===== src/rtl/hazard_scoreboard_if.sv =====
// Purpose: decode-stage bundle between the decoder and the hazard scoreboard.
// Ports (master = decoder side, slave = scoreboard side):
//   flush, stall_ext, valid_in          pipeline control
//   ra, rd_hi, rd_lo                    sources read by the decoded instruction
//   wen, wdst, whi, wlo, lat            destinations written and their result latency
//   done_vld, done_sel                  completion pulses from multi-cycle units
//   stall_out, issue, pending           scoreboard responses
interface hazard_scoreboard_if #(
    parameter int unsigned NUM_SRC  = 2,
    parameter int unsigned CNT_W    = 3,
    parameter int unsigned NUM_DONE = 1
);
    logic                    flush;
    logic                    stall_ext;
    logic                    valid_in;
    logic [NUM_SRC*5-1:0]    ra;
    logic                    rd_hi;
    logic                    rd_lo;
    logic                    wen;
    logic [4:0]              wdst;
    logic                    whi;
    logic                    wlo;
    logic [CNT_W-1:0]        lat;
    logic [NUM_DONE-1:0]     done_vld;
    logic [NUM_DONE*6-1:0]   done_sel;
    logic                    stall_out;
    logic                    issue;
    logic [33:0]             pending;

    modport master (
        output flush, stall_ext, valid_in, ra, rd_hi, rd_lo,
               wen, wdst, whi, wlo, lat, done_vld, done_sel,
        input  stall_out, issue, pending
    );

    modport slave (
        input  flush, stall_ext, valid_in, ra, rd_hi, rd_lo,
               wen, wdst, whi, wlo, lat, done_vld, done_sel,
        output stall_out, issue, pending
    );
endinterface


===== src/rtl/hazard_scoreboard.sv =====
// Purpose: register-hazard scoreboard for decode. Keeps a countdown per GPR plus HI/LO
// giving the cycles until an in-flight result becomes forwardable; the all-ones count
// marks an unknown-latency producer that waits for a completion pulse.
// Ports:
//   clk      clock
//   resetn   synchronous active-low reset
//   bus      hazard_scoreboard_if.slave (decoder requests in, stall_out/issue/pending out)
// stall_out, issue and pending are combinational from the counters and the current inputs.
// Module parameters must match those of the connected interface instance.
module hazard_scoreboard #(
    parameter int unsigned NUM_SRC  = 2,
    parameter int unsigned CNT_W    = 3,
    parameter int unsigned NUM_DONE = 1
) (
    input  logic                 clk,
    input  logic                 resetn,
    hazard_scoreboard_if.slave   bus
);

    localparam int unsigned NUM_ENT = 34;
    localparam int unsigned HI_IDX  = 32;
    localparam int unsigned LO_IDX  = 33;
    localparam logic [CNT_W-1:0] LAT_INF = {CNT_W{1'b1}};

    logic [CNT_W-1:0]   r_cnt     [NUM_ENT];
    logic [CNT_W-1:0]   w_cnt_nxt [NUM_ENT];
    logic [NUM_ENT-1:0] w_pend;
    logic [NUM_ENT-1:0] w_inf;
    logic [NUM_ENT-1:0] w_dst;
    logic [NUM_ENT-1:0] w_done;
    logic               w_hazard;
    logic               w_issue;

    // Per-entry status flags.
    always_comb begin : entry_status
        for (int unsigned e = 0; e < NUM_ENT; e++) begin
            w_pend[e] = (r_cnt[e] != '0);
            w_inf[e]  = (r_cnt[e] == LAT_INF);
        end
    end

    // Destination entries written by the decoded instruction; $zero is never tracked.
    always_comb begin : dst_mask
        w_dst = '0;
        if (bus.wen && (bus.wdst != 5'd0)) begin
            w_dst[{1'b0, bus.wdst}] = 1'b1;
        end
        w_dst[HI_IDX] = bus.whi;
        w_dst[LO_IDX] = bus.wlo;
    end

    // Completion pulses OR together; selectors past LO are ignored.
    always_comb begin : done_mask
        w_done = '0;
        for (int unsigned k = 0; k < NUM_DONE; k++) begin
            if (bus.done_vld[k] && (bus.done_sel[k*6 +: 6] < 6'(NUM_ENT))) begin
                w_done[bus.done_sel[k*6 +: 6]] = 1'b1;
            end
        end
    end

    // RAW on any source, plus WAW only against unknown-latency producers
    // (a finite pending write is simply overtaken by the newer one).
    always_comb begin : hazard_detect
        logic [4:0] v_src;
        v_src    = 5'd0;
        w_hazard = 1'b0;
        for (int unsigned i = 0; i < NUM_SRC; i++) begin
            v_src = bus.ra[i*5 +: 5];
            if ((v_src != 5'd0) && w_pend[{1'b0, v_src}]) begin
                w_hazard = 1'b1;
            end
        end
        if (bus.rd_hi && w_pend[HI_IDX]) w_hazard = 1'b1;
        if (bus.rd_lo && w_pend[LO_IDX]) w_hazard = 1'b1;
        if (bus.wen && (bus.wdst != 5'd0) && w_inf[{1'b0, bus.wdst}]) w_hazard = 1'b1;
        if (bus.whi && w_inf[HI_IDX]) w_hazard = 1'b1;
        if (bus.wlo && w_inf[LO_IDX]) w_hazard = 1'b1;
    end

    assign w_issue       = bus.valid_in & ~w_hazard & ~bus.stall_ext & ~bus.flush;
    assign bus.issue     = w_issue;
    assign bus.stall_out = bus.valid_in & w_hazard;
    assign bus.pending   = w_pend;

    // Counter update: flush clears everything; a new issue overrides the entry;
    // unknown-latency entries hold until done; finite counts tick unless frozen.
    always_comb begin : next_state
        for (int unsigned e = 0; e < NUM_ENT; e++) begin
            w_cnt_nxt[e] = r_cnt[e];
        end
        if (bus.flush) begin
            for (int unsigned e = 0; e < NUM_ENT; e++) begin
                w_cnt_nxt[e] = '0;
            end
        end else begin
            for (int unsigned e = 1; e < NUM_ENT; e++) begin
                if (w_issue && w_dst[e]) begin
                    w_cnt_nxt[e] = bus.lat;
                end else if (w_inf[e]) begin
                    if (w_done[e]) begin
                        w_cnt_nxt[e] = '0;
                    end
                end else if (!bus.stall_ext && w_pend[e]) begin
                    w_cnt_nxt[e] = r_cnt[e] - CNT_W'(1);
                end
            end
        end
        w_cnt_nxt[0] = '0;
    end

    // Counter registers.
    always_ff @(posedge clk) begin : cnt_reg
        if (!resetn) begin
            for (int unsigned e = 0; e < NUM_ENT; e++) begin
                r_cnt[e] <= '0;
            end
        end else begin
            for (int unsigned e = 0; e < NUM_ENT; e++) begin
                r_cnt[e] <= w_cnt_nxt[e];
            end
        end
    end

endmodule


===== src/flat_wrapper.sv =====
// flat-port wrapper written by rule: the top's interface ports become plain ports
module hazard_scoreboard_flat 
#(
    parameter int unsigned NUM_SRC  = 2,
    parameter int unsigned CNT_W    = 3,
    parameter int unsigned NUM_DONE = 1
)
  (clk, resetn, bus_flush, bus_stall_ext, bus_valid_in, bus_ra, bus_rd_hi, bus_rd_lo, bus_wen, bus_wdst, bus_whi, bus_wlo, bus_lat, bus_done_vld, bus_done_sel, bus_stall_out, bus_issue, bus_pending);
  hazard_scoreboard_if #(.NUM_SRC(NUM_SRC), .CNT_W(CNT_W), .NUM_DONE(NUM_DONE)) bus_i ();
  input  logic clk;
  input  logic resetn;
  input wire logic [$bits(bus_i.flush)-1:0] bus_flush;
  input wire logic [$bits(bus_i.stall_ext)-1:0] bus_stall_ext;
  input wire logic [$bits(bus_i.valid_in)-1:0] bus_valid_in;
  input wire logic [$bits(bus_i.ra)-1:0] bus_ra;
  input wire logic [$bits(bus_i.rd_hi)-1:0] bus_rd_hi;
  input wire logic [$bits(bus_i.rd_lo)-1:0] bus_rd_lo;
  input wire logic [$bits(bus_i.wen)-1:0] bus_wen;
  input wire logic [$bits(bus_i.wdst)-1:0] bus_wdst;
  input wire logic [$bits(bus_i.whi)-1:0] bus_whi;
  input wire logic [$bits(bus_i.wlo)-1:0] bus_wlo;
  input wire logic [$bits(bus_i.lat)-1:0] bus_lat;
  input wire logic [$bits(bus_i.done_vld)-1:0] bus_done_vld;
  input wire logic [$bits(bus_i.done_sel)-1:0] bus_done_sel;
  output wire logic [$bits(bus_i.stall_out)-1:0] bus_stall_out;
  output wire logic [$bits(bus_i.issue)-1:0] bus_issue;
  output wire logic [$bits(bus_i.pending)-1:0] bus_pending;
  assign bus_i.flush = bus_flush;
  assign bus_i.stall_ext = bus_stall_ext;
  assign bus_i.valid_in = bus_valid_in;
  assign bus_i.ra = bus_ra;
  assign bus_i.rd_hi = bus_rd_hi;
  assign bus_i.rd_lo = bus_rd_lo;
  assign bus_i.wen = bus_wen;
  assign bus_i.wdst = bus_wdst;
  assign bus_i.whi = bus_whi;
  assign bus_i.wlo = bus_wlo;
  assign bus_i.lat = bus_lat;
  assign bus_i.done_vld = bus_done_vld;
  assign bus_i.done_sel = bus_done_sel;
  assign bus_stall_out = bus_i.stall_out;
  assign bus_issue = bus_i.issue;
  assign bus_pending = bus_i.pending;
  hazard_scoreboard #(.NUM_SRC(NUM_SRC), .CNT_W(CNT_W), .NUM_DONE(NUM_DONE)) u_core (.clk(clk), .resetn(resetn), .bus(bus_i));
endmodule

===== config.mk =====
export PLATFORM = sky130hd
export DESIGN_NAME = hazard_scoreboard_flat
export DESIGN_NICKNAME = d
export VERILOG_FILES = /design/src/rtl/hazard_scoreboard_if.sv /design/src/rtl/hazard_scoreboard.sv /design/src/flat_wrapper.sv
export SDC_FILE = /design/constraint.sdc
export NUM_CORES = 1
export LEC_CHECK = 0
export ABC_AREA = 0
export CAP_MARGIN = 20
export CORE_UTILIZATION = 25
export CTS_CLUSTER_DIAMETER = 150
export DETAILED_ROUTE_END_ITERATION = 10
export GPL_TIMING_DRIVEN = 0
export PLACE_DENSITY = 0.47
export SETUP_SLACK_MARGIN = 0.02
export SLEW_MARGIN = 15
export SYNTH_ARGS = -nofsm -noshare
export SYNTH_HDL_FRONTEND = slang
export SYNTH_SLANG_ARGS = --single-unit

===== constraint.sdc =====
create_clock -name clk -period 3.3 [get_ports clk]
set_input_delay 0.33 -clock clk [delete_from_list [all_inputs] [get_ports clk]]
set_output_delay 0.33 -clock clk [all_outputs]
set_load 0.005 [all_outputs]

==> summary.md <==
| Metric | Value |
|---|---|
| Largest regs | u_core.r_cnt: 99 flops |
| RSZ-0062 raised after global routing | no |
| Die height | 181 um |
| Fmax | 308 MHz |
| Routed vias/inst | 6.05 |
| Area grow syn2layout | 24.6% |
| Crit Reg-Reg Endpoint | u_core.r_cnt[22][0] |
| Final period utilization | 98.4% |
| Final Hold Vio Count | 0 |
| Antenna violations before repair | 0 |
| CP max FO | 8 |
| Ys flop type | dfxtp_1 |
| Post-Syn Nets | 1117 |
| Run status | completed |
| Core area | 0.0315 mm^2 |
| Largest Register | u_core.r_cnt |
| Met2 wire length | 16900 um |
| Vias in the first global route | 8296 |
| Clock sinks | 99 |
| I/O Buffers | 64 |
| Final Core Density | 31.6% |
| Cell Count, Final, Fillers Out | 1549 |
| Tot GR Track Use | 23.4% |
| Die area | 0.0326 mm^2 |
| Post-CTS Hold Buffers | 0 |
| Setup violators final | 0 |
| Reg2reg setup slack | 0.05 ns |
| Diode count | 0 |
| Top-level I/O count | 71 |
| CTS Buf Count | 9 |
| Die span in x | 181 um |
| Post-DP HPWL | 27500 um |
| LEAKAGE | 3.64 nW |
| Layout fillers | 3378 |
| Crit start category | register |
| Top Metal Used | met4 |
| Distinct cell type count after synthesis | 71 |
| Clock Latency Late Sink | 0.37 ns |
| Area leader, netlist | dfxtp_1 |
| Slew of the pin with the lowest slew margin | 1.00 ns |
| Synth top area share | 24.8% |
| CP Capture Point | u_core.r_cnt[22][0] |
| Power per cell area | 291 mW/mm^2 |
| Crit path kind | reg -> reg |
| Sequential cell area | 0.00205 mm^2 |
| DR WL met3 | 3220 um |
| Routed Wire Length | 38900 um |
| Post-route ant nets | 0 |
| FP Rows | 65 |
| Tmin final | 3.25 ns |
| Maxcap violations | 0 |
| Mapped Avg Cell Area | 7.39 um^2 |
| Inst Count DP | 1546 |
| Worst-path clk slew | 0.08 ns |
| Drt drc | 0 |
| First-pass GRT wire length | 56400 um |
| Worst min path class | reg -> reg |
| Post-synthesis sequential area ratio | 24.8% |
| Peak VDD IR | 254 uV |
| GRT overflow | 0 |
| FF-to-FF path depth | 11 |
| DR WL/cell | 25.1 um |
| Clock Root Buffer | clkbuf_16 |
| Area contributors post-synth | dfxtp_1 25%, mux2i_1 7.1%, a31oi_1 5.4% |
| Via count | 9367 |
| Largest net degree at the start of global routing | 16 |
| Wl on met1 | 17500 um |
| EDFF count, synth | 0 |
| DR pass1 iterations | 6 |
| Reg-to-Reg Start | u_core.r_cnt[7][1] |
| Final Skew | 0.0110 ns |
| Starting density of the core | 25.4% |
| Async set-reset flop share out of synthesis | 0% |
| Synthesized area | 0.00798 mm^2 |
| Post-Syn Instances | 1080 |
| Slew headroom | 33.3% |
| Initial drt markers | 1132 |
| CP Data Required Time | 3.55 ns |
| Critical Path End Type | register |
| Max reg flops | 99 |
| Crit path DAT | 3.50 ns |
| YS warnings | 0 |
| GP Congestion | 0.964 |
| CTS tree | built |
| Multi-input gate area | 0.00575 mm^2 |
| Final Max Tran Viols | 0 |
| Layout cells sized above 1 | 16.7% |
| H-tree Lvls | 3 |
| Nets | 1180 |
| Worst Setup SP | u_core.r_cnt[7][1] |
| #FFs+latches synth | 99 |
| Maximum clock insertion buffer count | 2 |
## worst max-delay path, stage by stage (launching register included)
cell     delay (ns)
dfxtp_2        0.36
or3_4          0.42
buf_6          0.15
mux4_2         0.48
nor3_4         0.23
nor4_4         0.11
buf_4          0.18
nor4_4         0.28
buf_6          0.17
buf_4          0.13
nand4_1        0.25
mux2_4         0.37
## metal layers
metal  track usage, %  up-vias
li1                 -     4228
met1             32.8     4579
met2             35.8      488
met3             3.80       72
met4             8.65        0
met5                0        -
## report_power, final
part / total, W / switching [W] / internal, W
combinational: 0.000623 / 0.000415 / 0.000209
clock: 0.00107 / 0.000541 / 0.000531
sequential: 0.00120 / 0.00000722 / 0.00119
## synthesized netlist by cell type, types with 8 or more instances
cell,n
clkbuf_1,104
dfxtp_1,99
nor2_1,97
a21oi_1,76
a31oi_1,69
nor3_1,61
nand3_1,59
mux2i_1,57
nand2_1,55
nand4_1,39
o21ai_0,39
or3_1,29
nor2b_1,24
inv_1,23
nor4b_1,20
mux2_2,18
and3_1,17
a221oi_1,13
a311o_1,10
mux4_2,10
a211oi_1,9
and2_1,9
o31ai_1,9
buf_2,8
nor4_1,8
## area by class of cell
cell class              instances  share of cell area, %
multi-input cells             837                   57.8
plain buffers                  70                   3.60
inverters                      24                  0.956
flip-flops and latches         99                   20.6
clock inverters                 4                  0.264
well taps                     402                   5.06
clock buffers                  11                   2.44
repair buffers                102                   9.33
## per-stage QoR
| stage | TNS [ns] | hold slack, ns | total power [W] | area, um^2 | setup WS [ns] |
|---|---|---|---|---|---|
| floorplan | 0 | 0.501 | 0.00151 | 7980 | 0.376 |
| global placement | -78.41 | 0.550 | 0.00176 | 9130 | -1.52 |
| detailed placement | -77.33 | 0.548 | 0.00176 | 9130 | -1.50 |
| CTS | -0.734 | 0.540 | 0.00286 | 9690 | -0.164 |
| global route | 0 | 0.554 | 0.00299 | 9950 | 0.0357 |
| finish | 0 | 0.519 | 0.00289 | 9950 | 0.0518 |
## cells by family (layout without fill, tap and decap cells)
| logic type | after synthesis | in the layout | synth area share, % |
|---|---|---|---|
| adders and majority gates | 2 | 2 | 0.313 |
| and+or+nand+nor | 449 | 449 | 30.2 |
| other | 1 | 1 | 0.0470 |
| DFF | 99 | 99 | 24.8 |
| buffers and inverters | 144 | 211 | 7.04 |
| muxes | 89 | 89 | 13.1 |
| xor gates and xnor gates | 2 | 2 | 0.220 |
| AOI/OAI and AO/OA | 294 | 294 | 24.3 |
## what timing repair did
action | in CTS | in global routing
setup buffers | 21 | 17
pin swaps | 20 | 17
endpoints found under the setup margin | 101 | 37
resized for setup | 87 | 60
## worst min-delay path by stage
stage	start	slack (ns)	endpoint	cells past startpoint
2_1_floorplan	u_core.r_cnt[3][2]	0.50	u_core.r_cnt[3][2]	2
3_3_place_gp	u_core.r_cnt[13][2]	0.55	u_core.r_cnt[13][2]	2
3_5_place_dp	u_core.r_cnt[15][2]	0.55	u_core.r_cnt[15][2]	2
4_1_cts	u_core.r_cnt[17][2]	0.54	u_core.r_cnt[17][2]	2
5_1_grt	u_core.r_cnt[17][2]	0.55	u_core.r_cnt[17][2]	2
6_report	u_core.r_cnt[17][2]	0.52	u_core.r_cnt[17][2]	2
## layout by cell type, fill, tap and decap left out, types with 7 or more instances in the layout
cell type	instances
a211oi_1	8
a21o_1	7
a21oi_1	76
a221oi_1	13
a311o_1	10
a31oi_1	69
and2_1	8
and3_1	17
buf_4	37
clkbuf_1	50
clkbuf_16	10
clkdlybuf4s50_1	58
dfxtp_1	64
dfxtp_2	26
dfxtp_4	9
inv_1	22
mux2_2	17
mux2i_1	57
mux4_2	10
nand2_1	54
nand2b_1	7
nand3_1	58
nand4_1	39
nor2_1	97
nor2b_1	23
nor3_1	55
nor4b_1	20
o21ai_0	38
o31ai_1	8
or3_1	8
or3_4	21
No activity file was read; power rests on OpenSTA's default activity.
